### src/rtl/ex_issue_stage_if.sv
// ALU-side bundle driven by the ID/EX issue stage: registered control plus forwarded operands.
interface ex_issue_stage_if;
    logic        ex_valid;
    logic [31:0] alu_r1;
    logic [31:0] alu_r2;
    logic [31:0] alu_imm;
    logic [4:0]  alu_shamt;
    logic [3:0]  alu_op;
    logic        alu_src;
    logic        alu_sl;
    logic        alu_v;
    logic        alu_lui;
    logic        alu_slez;
    logic [4:0]  ex_rd;
    logic        ex_regwrite;
    logic        ex_memread;
    logic [31:0] ex_store_data;

    modport master (
        output ex_valid, alu_r1, alu_r2, alu_imm, alu_shamt, alu_op,
               alu_src, alu_sl, alu_v, alu_lui, alu_slez,
               ex_rd, ex_regwrite, ex_memread, ex_store_data
    );

    modport slave (
        input  ex_valid, alu_r1, alu_r2, alu_imm, alu_shamt, alu_op,
               alu_src, alu_sl, alu_v, alu_lui, alu_slez,
               ex_rd, ex_regwrite, ex_memread, ex_store_data
    );
endinterface

### src/rtl/ex_issue_stage.sv
// ID/EX pipeline register with load-use stall, bubble insertion, flush handling
// and EX/MEM + MEM/WB operand forwarding toward the ALU.
module ex_issue_stage #(
    parameter int unsigned CNT_W = 16
) (
    input  logic             clk,
    input  logic             rst_n,
    input  logic             id_valid,
    input  logic [4:0]       id_rs,
    input  logic [4:0]       id_rt,
    input  logic             id_use_rs,
    input  logic             id_use_rt,
    input  logic [31:0]      id_rs_data,
    input  logic [31:0]      id_rt_data,
    input  logic [31:0]      id_imm,
    input  logic [4:0]       id_shamt,
    input  logic [3:0]       id_aluop,
    input  logic             id_alusrc,
    input  logic             id_sl,
    input  logic             id_v,
    input  logic             id_lui,
    input  logic             id_slez,
    input  logic [4:0]       id_rd,
    input  logic             id_regwrite,
    input  logic             id_memread,
    input  logic             flush,
    input  logic             exmem_regwrite,
    input  logic [4:0]       exmem_rd,
    input  logic [31:0]      exmem_result,
    input  logic             memwb_regwrite,
    input  logic [4:0]       memwb_rd,
    input  logic [31:0]      memwb_data,
    output logic             stall_id,
    output logic [CNT_W-1:0] bubble_cnt,
    ex_issue_stage_if.master alu_bus
);

    localparam int unsigned DATA_W = 32;
    localparam int unsigned REG_W  = 5;
    localparam int unsigned OP_W   = 4;

    typedef struct packed {
        logic              valid;
        logic [REG_W-1:0]  rs;
        logic [REG_W-1:0]  rt;
        logic [DATA_W-1:0] rs_data;
        logic [DATA_W-1:0] rt_data;
        logic [DATA_W-1:0] imm;
        logic [REG_W-1:0]  shamt;
        logic [OP_W-1:0]   aluop;
        logic              alusrc;
        logic              sl;
        logic              v;
        logic              lui;
        logic              slez;
        logic [REG_W-1:0]  rd;
        logic              regwrite;
        logic              memread;
    } ex_reg_t;

    ex_reg_t           ex_q, ex_d;
    logic [CNT_W-1:0]  bubble_cnt_q, bubble_cnt_d;
    logic [DATA_W-1:0] fwd_rs, fwd_rt;
    logic              wb_hit_rs, wb_hit_rt;

    // Load-use hazard against the load currently in EX.
    always_comb begin
        stall_id = ex_q.valid && ex_q.memread && (ex_q.rd != '0) && id_valid &&
                   ((id_use_rs && (id_rs == ex_q.rd)) || (id_use_rt && (id_rt == ex_q.rd)));
    end

    // Next EX contents: ID fields, demoted to a bubble on flush, stall or idle ID.
    always_comb begin
        ex_d         = '0;
        bubble_cnt_d = bubble_cnt_q;
        wb_hit_rs    = memwb_regwrite && (memwb_rd != '0) && (memwb_rd == id_rs);
        wb_hit_rt    = memwb_regwrite && (memwb_rd != '0) && (memwb_rd == id_rt);

        ex_d.rs       = id_rs;
        ex_d.rt       = id_rt;
        ex_d.rs_data  = wb_hit_rs ? memwb_data : id_rs_data;
        ex_d.rt_data  = wb_hit_rt ? memwb_data : id_rt_data;
        ex_d.imm      = id_imm;
        ex_d.shamt    = id_shamt;
        ex_d.aluop    = id_aluop;
        ex_d.alusrc   = id_alusrc;
        ex_d.sl       = id_sl;
        ex_d.v        = id_v;
        ex_d.lui      = id_lui;
        ex_d.slez     = id_slez;
        ex_d.rd       = id_rd;
        ex_d.valid    = id_valid;
        ex_d.regwrite = id_valid && id_regwrite;
        ex_d.memread  = id_valid && id_memread;

        if (flush || stall_id) begin
            ex_d.valid    = 1'b0;
            ex_d.regwrite = 1'b0;
            ex_d.memread  = 1'b0;
            if (bubble_cnt_q != '1) begin
                bubble_cnt_d = bubble_cnt_q + CNT_W'(1);
            end
        end
    end

    always_ff @(posedge clk) begin
        if (!rst_n) begin
            ex_q         <= '0;
            bubble_cnt_q <= '0;
        end else begin
            ex_q         <= ex_d;
            bubble_cnt_q <= bubble_cnt_d;
        end
    end

    // Operand forwarding: EX/MEM beats MEM/WB; register $0 is never forwarded.
    always_comb begin
        fwd_rs = ex_q.rs_data;
        fwd_rt = ex_q.rt_data;
        if (exmem_regwrite && (exmem_rd != '0) && (exmem_rd == ex_q.rs)) begin
            fwd_rs = exmem_result;
        end else if (memwb_regwrite && (memwb_rd != '0) && (memwb_rd == ex_q.rs)) begin
            fwd_rs = memwb_data;
        end
        if (exmem_regwrite && (exmem_rd != '0) && (exmem_rd == ex_q.rt)) begin
            fwd_rt = exmem_result;
        end else if (memwb_regwrite && (memwb_rd != '0) && (memwb_rd == ex_q.rt)) begin
            fwd_rt = memwb_data;
        end
    end

    assign bubble_cnt            = bubble_cnt_q;
    assign alu_bus.ex_valid      = ex_q.valid;
    assign alu_bus.alu_r1        = fwd_rs;
    assign alu_bus.alu_r2        = fwd_rt;
    assign alu_bus.ex_store_data = fwd_rt;
    assign alu_bus.alu_imm       = ex_q.imm;
    assign alu_bus.alu_shamt     = ex_q.shamt;
    assign alu_bus.alu_op        = ex_q.aluop;
    assign alu_bus.alu_src       = ex_q.alusrc;
    assign alu_bus.alu_sl        = ex_q.sl;
    assign alu_bus.alu_v         = ex_q.v;
    assign alu_bus.alu_lui       = ex_q.lui;
    assign alu_bus.alu_slez      = ex_q.slez;
    assign alu_bus.ex_rd         = ex_q.rd;
    assign alu_bus.ex_regwrite   = ex_q.regwrite;
    assign alu_bus.ex_memread    = ex_q.memread;

endmodule

### src/flat_wrapper.sv
// flat-port wrapper written by rule: the top's interface ports become plain ports
module ex_issue_stage_flat 
#(
    parameter int unsigned CNT_W = 16
)
  (clk, rst_n, id_valid, id_rs, id_rt, id_use_rs, id_use_rt, id_rs_data, id_rt_data, id_imm, id_shamt, id_aluop, id_alusrc, id_sl, id_v, id_lui, id_slez, id_rd, id_regwrite, id_memread, flush, exmem_regwrite, exmem_rd, exmem_result, memwb_regwrite, memwb_rd, memwb_data, stall_id, bubble_cnt, alu_bus_ex_valid, alu_bus_alu_r1, alu_bus_alu_r2, alu_bus_alu_imm, alu_bus_alu_shamt, alu_bus_alu_op, alu_bus_alu_src, alu_bus_alu_sl, alu_bus_alu_v, alu_bus_alu_lui, alu_bus_alu_slez, alu_bus_ex_rd, alu_bus_ex_regwrite, alu_bus_ex_memread, alu_bus_ex_store_data);
  ex_issue_stage_if alu_bus_i ();
  input  logic clk;
  input  logic rst_n;
  input  logic id_valid;
  input  logic [4:0] id_rs;
  input  logic [4:0] id_rt;
  input  logic id_use_rs;
  input  logic id_use_rt;
  input  logic [31:0] id_rs_data;
  input  logic [31:0] id_rt_data;
  input  logic [31:0] id_imm;
  input  logic [4:0] id_shamt;
  input  logic [3:0] id_aluop;
  input  logic id_alusrc;
  input  logic id_sl;
  input  logic id_v;
  input  logic id_lui;
  input  logic id_slez;
  input  logic [4:0] id_rd;
  input  logic id_regwrite;
  input  logic id_memread;
  input  logic flush;
  input  logic exmem_regwrite;
  input  logic [4:0] exmem_rd;
  input  logic [31:0] exmem_result;
  input  logic memwb_regwrite;
  input  logic [4:0] memwb_rd;
  input  logic [31:0] memwb_data;
  output logic stall_id;
  output logic [CNT_W-1:0] bubble_cnt;
  output wire logic [$bits(alu_bus_i.ex_valid)-1:0] alu_bus_ex_valid;
  output wire logic [$bits(alu_bus_i.alu_r1)-1:0] alu_bus_alu_r1;
  output wire logic [$bits(alu_bus_i.alu_r2)-1:0] alu_bus_alu_r2;
  output wire logic [$bits(alu_bus_i.alu_imm)-1:0] alu_bus_alu_imm;
  output wire logic [$bits(alu_bus_i.alu_shamt)-1:0] alu_bus_alu_shamt;
  output wire logic [$bits(alu_bus_i.alu_op)-1:0] alu_bus_alu_op;
  output wire logic [$bits(alu_bus_i.alu_src)-1:0] alu_bus_alu_src;
  output wire logic [$bits(alu_bus_i.alu_sl)-1:0] alu_bus_alu_sl;
  output wire logic [$bits(alu_bus_i.alu_v)-1:0] alu_bus_alu_v;
  output wire logic [$bits(alu_bus_i.alu_lui)-1:0] alu_bus_alu_lui;
  output wire logic [$bits(alu_bus_i.alu_slez)-1:0] alu_bus_alu_slez;
  output wire logic [$bits(alu_bus_i.ex_rd)-1:0] alu_bus_ex_rd;
  output wire logic [$bits(alu_bus_i.ex_regwrite)-1:0] alu_bus_ex_regwrite;
  output wire logic [$bits(alu_bus_i.ex_memread)-1:0] alu_bus_ex_memread;
  output wire logic [$bits(alu_bus_i.ex_store_data)-1:0] alu_bus_ex_store_data;
  assign alu_bus_ex_valid = alu_bus_i.ex_valid;
  assign alu_bus_alu_r1 = alu_bus_i.alu_r1;
  assign alu_bus_alu_r2 = alu_bus_i.alu_r2;
  assign alu_bus_alu_imm = alu_bus_i.alu_imm;
  assign alu_bus_alu_shamt = alu_bus_i.alu_shamt;
  assign alu_bus_alu_op = alu_bus_i.alu_op;
  assign alu_bus_alu_src = alu_bus_i.alu_src;
  assign alu_bus_alu_sl = alu_bus_i.alu_sl;
  assign alu_bus_alu_v = alu_bus_i.alu_v;
  assign alu_bus_alu_lui = alu_bus_i.alu_lui;
  assign alu_bus_alu_slez = alu_bus_i.alu_slez;
  assign alu_bus_ex_rd = alu_bus_i.ex_rd;
  assign alu_bus_ex_regwrite = alu_bus_i.ex_regwrite;
  assign alu_bus_ex_memread = alu_bus_i.ex_memread;
  assign alu_bus_ex_store_data = alu_bus_i.ex_store_data;
  ex_issue_stage #(.CNT_W(CNT_W)) u_core (.clk(clk), .rst_n(rst_n), .id_valid(id_valid), .id_rs(id_rs), .id_rt(id_rt), .id_use_rs(id_use_rs), .id_use_rt(id_use_rt), .id_rs_data(id_rs_data), .id_rt_data(id_rt_data), .id_imm(id_imm), .id_shamt(id_shamt), .id_aluop(id_aluop), .id_alusrc(id_alusrc), .id_sl(id_sl), .id_v(id_v), .id_lui(id_lui), .id_slez(id_slez), .id_rd(id_rd), .id_regwrite(id_regwrite), .id_memread(id_memread), .flush(flush), .exmem_regwrite(exmem_regwrite), .exmem_rd(exmem_rd), .exmem_result(exmem_result), .memwb_regwrite(memwb_regwrite), .memwb_rd(memwb_rd), .memwb_data(memwb_data), .stall_id(stall_id), .bubble_cnt(bubble_cnt), .alu_bus(alu_bus_i));
endmodule
### config.mk
export PLATFORM = sky130hd
export DESIGN_NAME = ex_issue_stage_flat
export DESIGN_NICKNAME = d
export VERILOG_FILES = /design/src/rtl/ex_issue_stage_if.sv /design/src/rtl/ex_issue_stage.sv /design/src/flat_wrapper.sv
export SDC_FILE = /design/constraint.sdc
export NUM_CORES = 1
export LEC_CHECK = 0
export BUFFER_PORTS_ARGS = -buffer_cell sky130_fd_sc_hd__buf_4
export CAP_MARGIN = 20
export CORE_AREA = 2 2 144 146
export CTS_CLUSTER_SIZE = 20
export DETAILED_ROUTE_END_ITERATION = 8
export DIE_AREA = 0 0 146 148
export HOLD_SLACK_MARGIN = 0.05
export PLACE_DENSITY = 0.67
export SLEW_MARGIN = 20
export SYNTH_ARGS = -nofsm -noshare
export SYNTH_HDL_FRONTEND = slang
export SYNTH_SLANG_ARGS = --single-unit
export TNS_END_PERCENT = 50
### constraint.sdc
create_clock -name clk -period 4.7 [get_ports clk]
set_clock_uncertainty 0.1 [all_clocks]
set_input_delay 0.94 -clock clk [delete_from_list [all_inputs] [get_ports clk]]
set_output_delay 0.94 -clock clk [all_outputs]
set_load 0.1 [all_outputs]
==> results of run 1 <==
[placed cells by master (no fill, tap or decap), drive strengths merged, types with 13 or more instances in the layout]
cell and n:
and2 64, buf 385, clkbuf 18, dfxtp 144, inv 15, mux2i 132
nand2 76, nor2 71, o21ai 69, xnor2 29, xor2 13
[metrics by stage]
| stage | instances | hold WS (ps) | setup slack, ps |
|---|---|---|---|
| after global placement | 1332 | 384 | 331 |
| after CTS | 1364 | 405 | 266 |
| final | 1364 | 402 | 302 |
| after global routing | 1364 | 440 | 74.0 |
| after detailed placement | 1332 | 393 | 281 |
| after floorplan | 800 | 811 | -506 |
[metal layers]
metal | up-vias | part of all wire [%] | track usage (%)
li1 | 3187 | - | -
met1 | 2903 | 40 | 22.3
met2 | 264 | 50 | 35.1
met3 | 25 | 8.7 | 7.31
met4 | 0 | 1.5 | 5.53
met5 | - | 0 | 0
[state kept, by name, indices dropped and copies added, names as in the netlist, 4 cells and up]
name	cells
u_core.alu_bus.alu_imm	32
u_core.bubble_cnt	16
u_core.alu_bus.ex_rd	5
u_core.ex_q	74
u_core.alu_bus.alu_op	4
u_core.alu_bus.alu_shamt	5
[synth_stat cells, types with 2 or more instances]
cell type  number  share of area [%]
buf_2           3               0.20
o21ai_0         7               0.48
inv_1           3               0.15
nor3_1          2               0.14
buf_6          14                2.1
xor2_1         13                1.5
buf_4          78                7.9
xnor2_1        29                3.4
or3_1           3               0.25
and3_1          3               0.25
clkbuf_1       28                1.4
nand2b_1        5               0.42
o21ai_1        61                4.1
nand2_1        76                3.9
or4_1           2               0.20
and2_1         64                5.4
a21oi_1         6               0.41
a21o_1          2               0.20
o211a_1         3               0.41
nand3b_1        2               0.20
nand3_1        12               0.82
dfxtp_1       144                 39
nor4_4          4                1.2
nand4_1         6               0.51
nand4_2         2               0.34
nor2_1         71                3.6
mux2i_1       132                 18
a21oi_2         2               0.24
nor4_2          2               0.34
or4_4           2               0.31
[where the power goes]
part / total (uW) / internal (uW) / leakage [uW] / switching, uW
Combinational: 1170 / 316 / 0.00298 / 857
Sequential: 1310 / 1280 / 0.00120 / 25.5
Clock: 1320 / 721 / 0.000284 / 595
[cell families after synthesis]
kind of cell / synth area share [%]
adder cells (fa/ha/maj): 0.170
flip-flops: 39.1
AO/OA/AOI/OAI: 7.64
AND/OR/NAND/NOR: 18.2
XOR/XNOR: 4.99
buffers and inverters: 11.9
multiplexers: 17.9
[worst max-delay path, delay by kind of cell]
kind	cells	cell delay, ps
multiplexers	1	140
AO/OA/AOI/OAI	1	220
buffers and inverters	3	940
XOR/XNOR	1	150
AND/OR/NAND/NOR	2	940
[layout make-up]
cell class / instances / area [um^2]
fillers: 1926 / 9600
multi-input cells: 529 / 3730
repair buffers: 385 / 2900
flip-flops and latches: 144 / 2880
clock buffers: 18 / 439
well taps: 270 / 338
clock inverters: 14 / 136
inverters: 4 / 15.0
[how the worst max path moves through the flow]
stage                                to  slack (ps)   startpoint  cells after the start
2_1_floorplan  alu_bus_ex_store_data[7]        -510  memwb_rd[3]                      8
3_3_place_gp         alu_bus_alu_r2[17]         330  memwb_rd[0]                      8
3_5_place_dp   alu_bus_ex_store_data[0]         280  memwb_rd[4]                      8
4_1_cts        alu_bus_ex_store_data[0]         270  memwb_rd[3]                      8
5_1_grt        alu_bus_ex_store_data[0]          70  memwb_rd[3]                      8
6_report       alu_bus_ex_store_data[0]         300  memwb_rd[4]                      8
==> metrics.txt, run 1 <==
via/cell ratio=4.68; grt ovf=0; Hold Crit Start=u_core.bubble_cnt[5]; CP max stage cell=nor4_4; global-route usage over all layers=19.8%; syn avg cell area=9.21 um^2; Die H=148 um; Ports=376; reg2reg end=u_core.bubble_cnt[7]; vias in the first global route=6445; R2R cell count=7; VDD IR-drop max=0.235 mV; Skew-Pair Late Insertion Delay=420 ps; Port Buf Inserts=between 300 and 400; HP Class=flop to flop; Slew HR=39.0%; Hold Vio Cnt, Final=0; post-layout util=52.1%; Post-Syn Area=~0.0074 mm^2; final instance area=~0.010 mm^2; CP Max Fanout=18; Max H-tree Level=4; Hold Path Sink=u_core.bubble_cnt[5]; Post-Syn Instances=800; Pwr Total=approximately 3800 uW; DR iter-0 viols=roughly 180; CTS tree=done; CP Capture Type=output pin; Least-Margin Pin Slew=909 ps; EDFF count, synth=0; WL final=roughly 22000 um; initial core utilization=36.8%; post-synthesis sequential element count=around 140; Final #Nets=1291; via count=6379; critical path launch point type=input port; critical path class=input port to output pin; Die ar.=roughly 0.022 mm^2; Post-CTS Setup Inserts=0; minimum clock period=4400 ps; DR DRC count=0; WP data required=between 3000 and 4000 ps; worst reg2reg setup slack=2480 ps; Reg-to-Reg Start=u_core.bubble_cnt[0]; CTS Hold Buffers Added=0; hold depth=2; share of layout cells above drive strength 1=between 40% and 50%; Main synth FF type=dfxtp_1; first-pass iteration count of the detailed router=4; Syn-to-layout area delta=41.7%; clock root cell=clkbuf_16; Power Dens Cells=364 mW/mm^2; WL/cell=~16 um; Leakage=~0.0045 uW; status=finished, final reports clean; unrepaired setup endpoints after global routing=false; count of final setup violators=0; most frequent CP cell=buf_4; MaxCap Viol Count=0; first-pass GRT wire length=~34000 um; antenna violations before repair=0; setup tns final=0 ps; Arr. time, crit path=3360 ps; Area after DPL=roughly 0.0099 mm^2; Clock transition at path regs=60 ps; CTS Sinks=between 100 and 150; Distinct cells, synth=49; post-cts gate resize count=0; core area=about 0.02 mm^2; Post-Syn Nets=1010; TritonCTS Buffers=17; hpwl dp=around 17000 um; sequential share of the synthesized area=39.1%; CP peak stage delay=810 ps; post-route ant nets=0; largest net degree at the start of global routing=77; Antenna diodes=0; Die W=between 100 and 150 um; Max Root-Sink Buffers=2; Max Slew Vio Count=0; part of the cycle the worst path needs=93.6%; f_max=0.227 GHz; asr flop ratio synth=0%; routability cong.=0.827; FP Rows=52; Syn. warnings=0; critical-path cell list=buf_4 -> xnor2_1 -> nand3_1 -> nor4_4 -> buf_4 -> mux2i_1 -> o21ai_1 -> buf_4
Power figures use the tool's default switching activity.
==> run 2, diff against run 1 <==
Settings changed: ABC_AREA set to 1, CORE_AREA 2 2 144 146 to 2 2 146 148, DIE_AREA 0 0 146 148 to 0 0 148 150, SKIP_LAST_GASP set to 1.
==> run 2 against run 1 <==
Net effect: worst setup slack better by 400 ps; first-iteration DRC count is 73% higher; critical path depth rose by 2; critical path type unchanged; die area grew 2.7%; count of clock-buffer cells in the layout shrank 1; power grew 2.4%.
==> metrics.txt, run 2 <==
status=finished, final reports clean; sequential share of the synthesized area=38.0%; Die H=150 um; setup tns final=0 ps; worst reg2reg setup slack=around 2400 ps; f_max=between 0.2 and 0.3 GHz; Syn. warnings=0; critical path class=input port to output pin; share of layout cells above drive strength 1=32.0%; Die W=148 um; Post-Syn Nets=1330; post-place setup slack=666 ps; FP Rows=53; area fraction in compound gates after synthesis=10.8%; Post-Syn Area=0.00758 mm^2; DR DRC count=0; Yosys top cell area share=38.0%; Max Slew Vio Count=0; first-pass GRT wire length=38800 um; Post-CTS Setup Inserts=0; CP Capture Type=output pin; Synth Area in Simple Gates=between 20 and 30%; grt ovf=0; critical path launch point type=input port; TritonCTS Buffers=17; xor and xnor fraction of the mapped netlist area=3.24%; HP Class=flop to flop; Port Buf Inserts=375; Final #Nets=1590; minimum clock period=approximately 4000 ps; CTS Sinks=144; WL final=25800 um; Largest register FFs=74; count of final setup violators=0; post-synthesis sequential element count=between 100 and 150; Skew-Pair Late Insertion Delay=420 ps; unrepaired setup endpoints after global routing=false; Slew HR=34.6%; Post-Syn Instances=approximately 1100; mux cell area share after synthesis=0%; Power Dens Cells=368 mW/mm^2; global-route usage over all layers=22.2%; largest register by flop count=u_core.ex_q; Pwr Total=3890 uW; Synth area leaders=dfxtp_1 38%, nor2_1 12%, nand2_1 11%, buf_4 8.3%, nand3_1 5.7%; VDD IR-drop max=0.236 mV; WL/cell=roughly 15 um; number of fill cells=2092; first-pass iteration count of the detailed router=4; via count=7908; via/cell ratio=about 4.7; Max H-tree Level=4; WP data required=3660 ps; CTS Hold Buffers Added=0; Distinct cells, synth=24; most frequent cells in the layout=382 x buf_4, 235 x nor2_1, 211 x nand2_1, 144 x dfxtp_1, 97 x inv_1; Ports=between 300 and 400; Leakage=0.00545 uW; Post-synth top cells=237 x nor2_1, 213 x nand2_1, 144 x dfxtp_1; cell with the most instances after synthesis=nor2_1; hold_ws=between 400 and 500 ps; MaxCap Viol Count=0; asr flop ratio synth=0%; post-route setup slack=704 ps; DR iter-0 viols=308; vias in the first global route=around 7300; Hold Vio Cnt, Final=0; post-cts gate resize count=0; CTS tree=done; Syn-to-layout area delta=39.5%; largest net degree at the start of global routing=between 80 and 90; post-layout util=51.1%; syn avg cell area=6.77 um^2; Least-Margin Pin Slew=between 900 and 1000 ps; Arr. time, crit path=2960 ps; EDFF count, synth=0; hpwl dp=~19000 um; Post-Synth Adder-Cell Area=less than 1%; Die ar.=0.0222 mm^2; initial core utilization=a little over a third; largest family of logic cells by synthesized area=simple AND/OR/NAND/NOR gates; area leader, netlist=dfxtp_1; core area=0.0207 mm^2; Main synth FF type=dfxtp_1; antenna violations before repair=1; post-route ant nets=0; commonest non-fill, non-tap cell in the layout=buf_4; clock root cell=clkbuf_16; CP Max Fanout=42; routability cong.=about 0.83; part of the cycle the worst path needs=between 80% and 90%; Clock transition at path regs=70 ps; Max Root-Sink Buffers=2
[run 2: cell count changes in the layout (fill, tap and decap cells not counted), sizes merged, moves of 5 or more]
| cell | before | now |
|---|---|---|
| inv | 15 | 107 |
| and2 | 64 | 0 |
| xnor2 | 29 | 12 |
| nand2 | 76 | 216 |
| mux2i | 132 | 0 |
| nand2b | 5 | 0 |
| nor2 | 71 | 237 |
| nand3 | 12 | 87 |
| a31oi | 0 | 64 |
| nor4 | 7 | 1 |
| a21oi | 8 | 18 |
| nor3 | 2 | 8 |
[run 2: cells by family (layout without fill, tap and decap cells)]
kind of cell,after synthesis,count (layout)
buf+inv,244,517
fa+ha+maj,1,1
compound gates,147,147
flops,144,144
xor+xnor,28,28
simple gates,556,556
other cells,0,2
[run 2: worst paths after layout]
path	startpoint	end	cells after the start
setup / recovery	exmem_rd[3]	alu_bus_alu_r2[9]	10
hold / removal	u_core.bubble_cnt[4]	u_core.bubble_cnt[4]	2
setup reg to reg	u_core.alu_bus.ex_rd[4]	u_core.bubble_cnt[6]	12
hold reg to reg	u_core.bubble_cnt[4]	u_core.bubble_cnt[4]	2
[run 2: per-layer routing]
| metal | global-route usage (%) | share of wire [%] | up-vias |
|---|---|---|---|
| met4 | 8.29 | 2.2 | 0 |
| met2 | 38.5 | 49 | 343 |
| met5 | 0 | 0 | - |
| met1 | 25.7 | 39 | 3545 |
| li1 | - | - | 3987 |
| met3 | 7.07 | 9.5 | 33 |
[run 2: cell type report]
class                           instances  area, um^2  share of cell area, %
Antenna cell                            2        5.00                 0.0473
Clock buffer                           17         425                   4.02
Clock inverter                         15         148                   1.40
Inverter                              100         375                   3.55
Multi-Input combinational cell        732        3460                   32.8
Sequential cell                       144        2880                   27.3
Tap cell                              275         344                   3.26
Timing Repair Buffer                  385        2930                   27.7
[run 2: critical path, cell delays in order]
cell and delay (ps):
buf_4 130, nor2_1 90, nand2_1 50, o21ai_0 190, nor3_1 90, nand2_2 450, buf_12 300, nor2_1 60
a31oi_1 290, buf_4 360
[run 2: report_power, final]
part / switching, uW / total [uW] / leakage [uW] / internal [uW]
logic: 953 / 1270 / 0.00398 / 317
registers: 23.5 / 1310 / 0.00120 / 1280
clock network: 610 / 1310 / 0.000276 / 703
[run 2: metrics by stage]
stage	instance area, um^2	cells
3_3_place_gp	9990	1636
5_1_grt	10600	1669
3_5_place_dp	9990	1636
2_1_floorplan	7680	1120
4_1_cts	10600	1668
6_report	10600	1670
==> run 3, diff against run 2 <==
Settings changed: ABC_AREA 1 to not set, CORE_AREA 2 2 146 148 to 2 2 144 146, DIE_AREA 0 0 148 150 to 0 0 146 148.
Clock period 4.7 ns to 5.1 ns, I/O delays scaled along.
==> run 3 against run 2 <==
Net effect: utilization rose by 0.77 points; count of clock-buffer cells in the layout increased by 1; clock power shrank 7%.
==> metrics.txt, run 3 (same netlist as run 1, synthesis figures left out) <==
Sequential Power Share=34.4%; most frequent cells in the layout=383 x buf_4, 144 x dfxtp_1, 132 x mux2i_1, 76 x nand2_1, 71 x nor2_1; CP Capture Type=output pin; Port Buf Inserts=375; FF/Latch Area=0.00288 mm^2; DR DRC count=0; Post-CTS Setup Inserts=0; WL final=22000 um; Leakage=roughly 0.0044 uW; post-cts gate resize count=0; f_max=between 0.2 and 0.25 GHz; share of layout cells above drive strength 1=approximately 40%; antenna violations before repair=0; grt ovf=0; critical path class=input port to output pin; MaxCap Viol Count=0; clock root cell=clkbuf_16; initial core utilization=36.8%; Hold Vio Cnt, Final=0; Comb pwr share=30.8%; TritonCTS Buffers=17; global-route usage over all layers=just under 20%; CP Max Fanout=27; minimum clock period=4570 ps; Power Dens Cells=approximately 340 mW/mm^2; Max Root-Sink Buffers=2; critical path launch point type=input port; WL/cell=16.1 um; area of the multi-input gates=0.00367 mm^2; status=finished, final reports clean; core area=around 0.02 mm^2; CTS Sinks=~140; Final #Nets=between 1000 and 1500; setup tns final=0 ps; Clock transition at path regs=roughly 60 ps; Syn-to-layout area delta=41.0%; Max H-tree Level=4; post-layout util=51.9%; first-pass GRT wire length=33600 um; DR iter-0 viols=258; Least-Margin Pin Slew=roughly 790 ps; Largest register FFs=74; Arr. time, crit path=3450 ps; via/cell ratio=4.60; post-route ant nets=0; clock network fraction of design power=34.8%; Ports=between 300 and 400; post-route setup slack=528 ps; hpwl dp=17000 um; commonest non-fill, non-tap cell in the layout=buf_4; routability cong.=between 0.7 and 0.8; post-place setup slack=231 ps; worst reg2reg setup slack=2940 ps; count of final setup violators=0; Max Slew Vio Count=0; Skew-Pair Late Insertion Delay=420 ps; P_int=2130 uW; HP Class=flop to flop; Net Sw Frac=39.1%; WP data required=roughly 4000 ps; Die ar.=0.0216 mm^2; largest register by flop count=u_core.ex_q; VDD IR-drop max=0.213 mV; Slew HR=47.1%; Die H=148 um; Antenna diodes=0; via count=~6300; Net Switching=~1400 uW; FP Rows=52; vias in the first global route=6295; part of the cycle the worst path needs=89.7%; hold depth=2; CTS Hold Buffers Added=0; CTS tree=done; largest net degree at the start of global routing=77; R2R cell count=6; first-pass iteration count of the detailed router=5; number of fill cells=1895; Die W=roughly 150 um; unrepaired setup endpoints after global routing=false
[run 3: stage by stage]
stage	instances	power, uW	area [um^2]	hold WS [ps]
after floorplan	800	2060	7420	811
after global placement	1330	2310	9780	396
after detailed placement	1330	2310	9780	410
after CTS	1362	3550	10400	421
after global routing	1364	3630	10400	458
final	1364	3500	10400	416
[run 3: critical path: stages]
cell	delay (ps)
buf_4	140
xnor2_1	160
nand3_1	150
nor4_4	640
buf_4	570
mux2i_1	370
o21ai_1	130
buf_4	260
[run 3: routing by layer]
metal | part of all wire, % | global-route usage [%] | vias up
met1 | 38 | 21.4 | 2847
met5 | 0 | 0 | -
li1 | - | - | 3177
met4 | 0.95 | 5.00 | 0
met3 | 7.9 | 6.76 | 15
met2 | 53 | 37.1 | 241
[run 3: worst paths after layout]
path                                to                     from
min reg2reg       u_core.bubble_cnt[9]     u_core.bubble_cnt[9]
max reg2reg       u_core.bubble_cnt[5]  u_core.alu_bus.ex_rd[1]
max          alu_bus_ex_store_data[21]              memwb_rd[4]
min               u_core.bubble_cnt[9]     u_core.bubble_cnt[9]
[run 3: final cells by class]
cell class	count	share of cell area, %
clock buffer	18	4.23
clock inverter	14	1.38
sequential	144	27.7
multi-input combinational	529	35.3
timing repair buffer	385	27.9
inverter	4	0.144
tap	270	3.25
[run 3: power groups by stage]
| stage | Clock, uW | Sequential, uW | Combinational (uW) |
|---|---|---|---|
| 4_1_cts | 1260 | 1200 | 1090 |
| 3_3_place_gp | 0 | 1230 | 1080 |
| 6_report | 1220 | 1200 | 1080 |
| 2_1_floorplan | 0 | 1260 | 801 |
| 3_5_place_dp | 0 | 1230 | 1080 |
| 5_1_grt | 1300 | 1210 | 1120 |
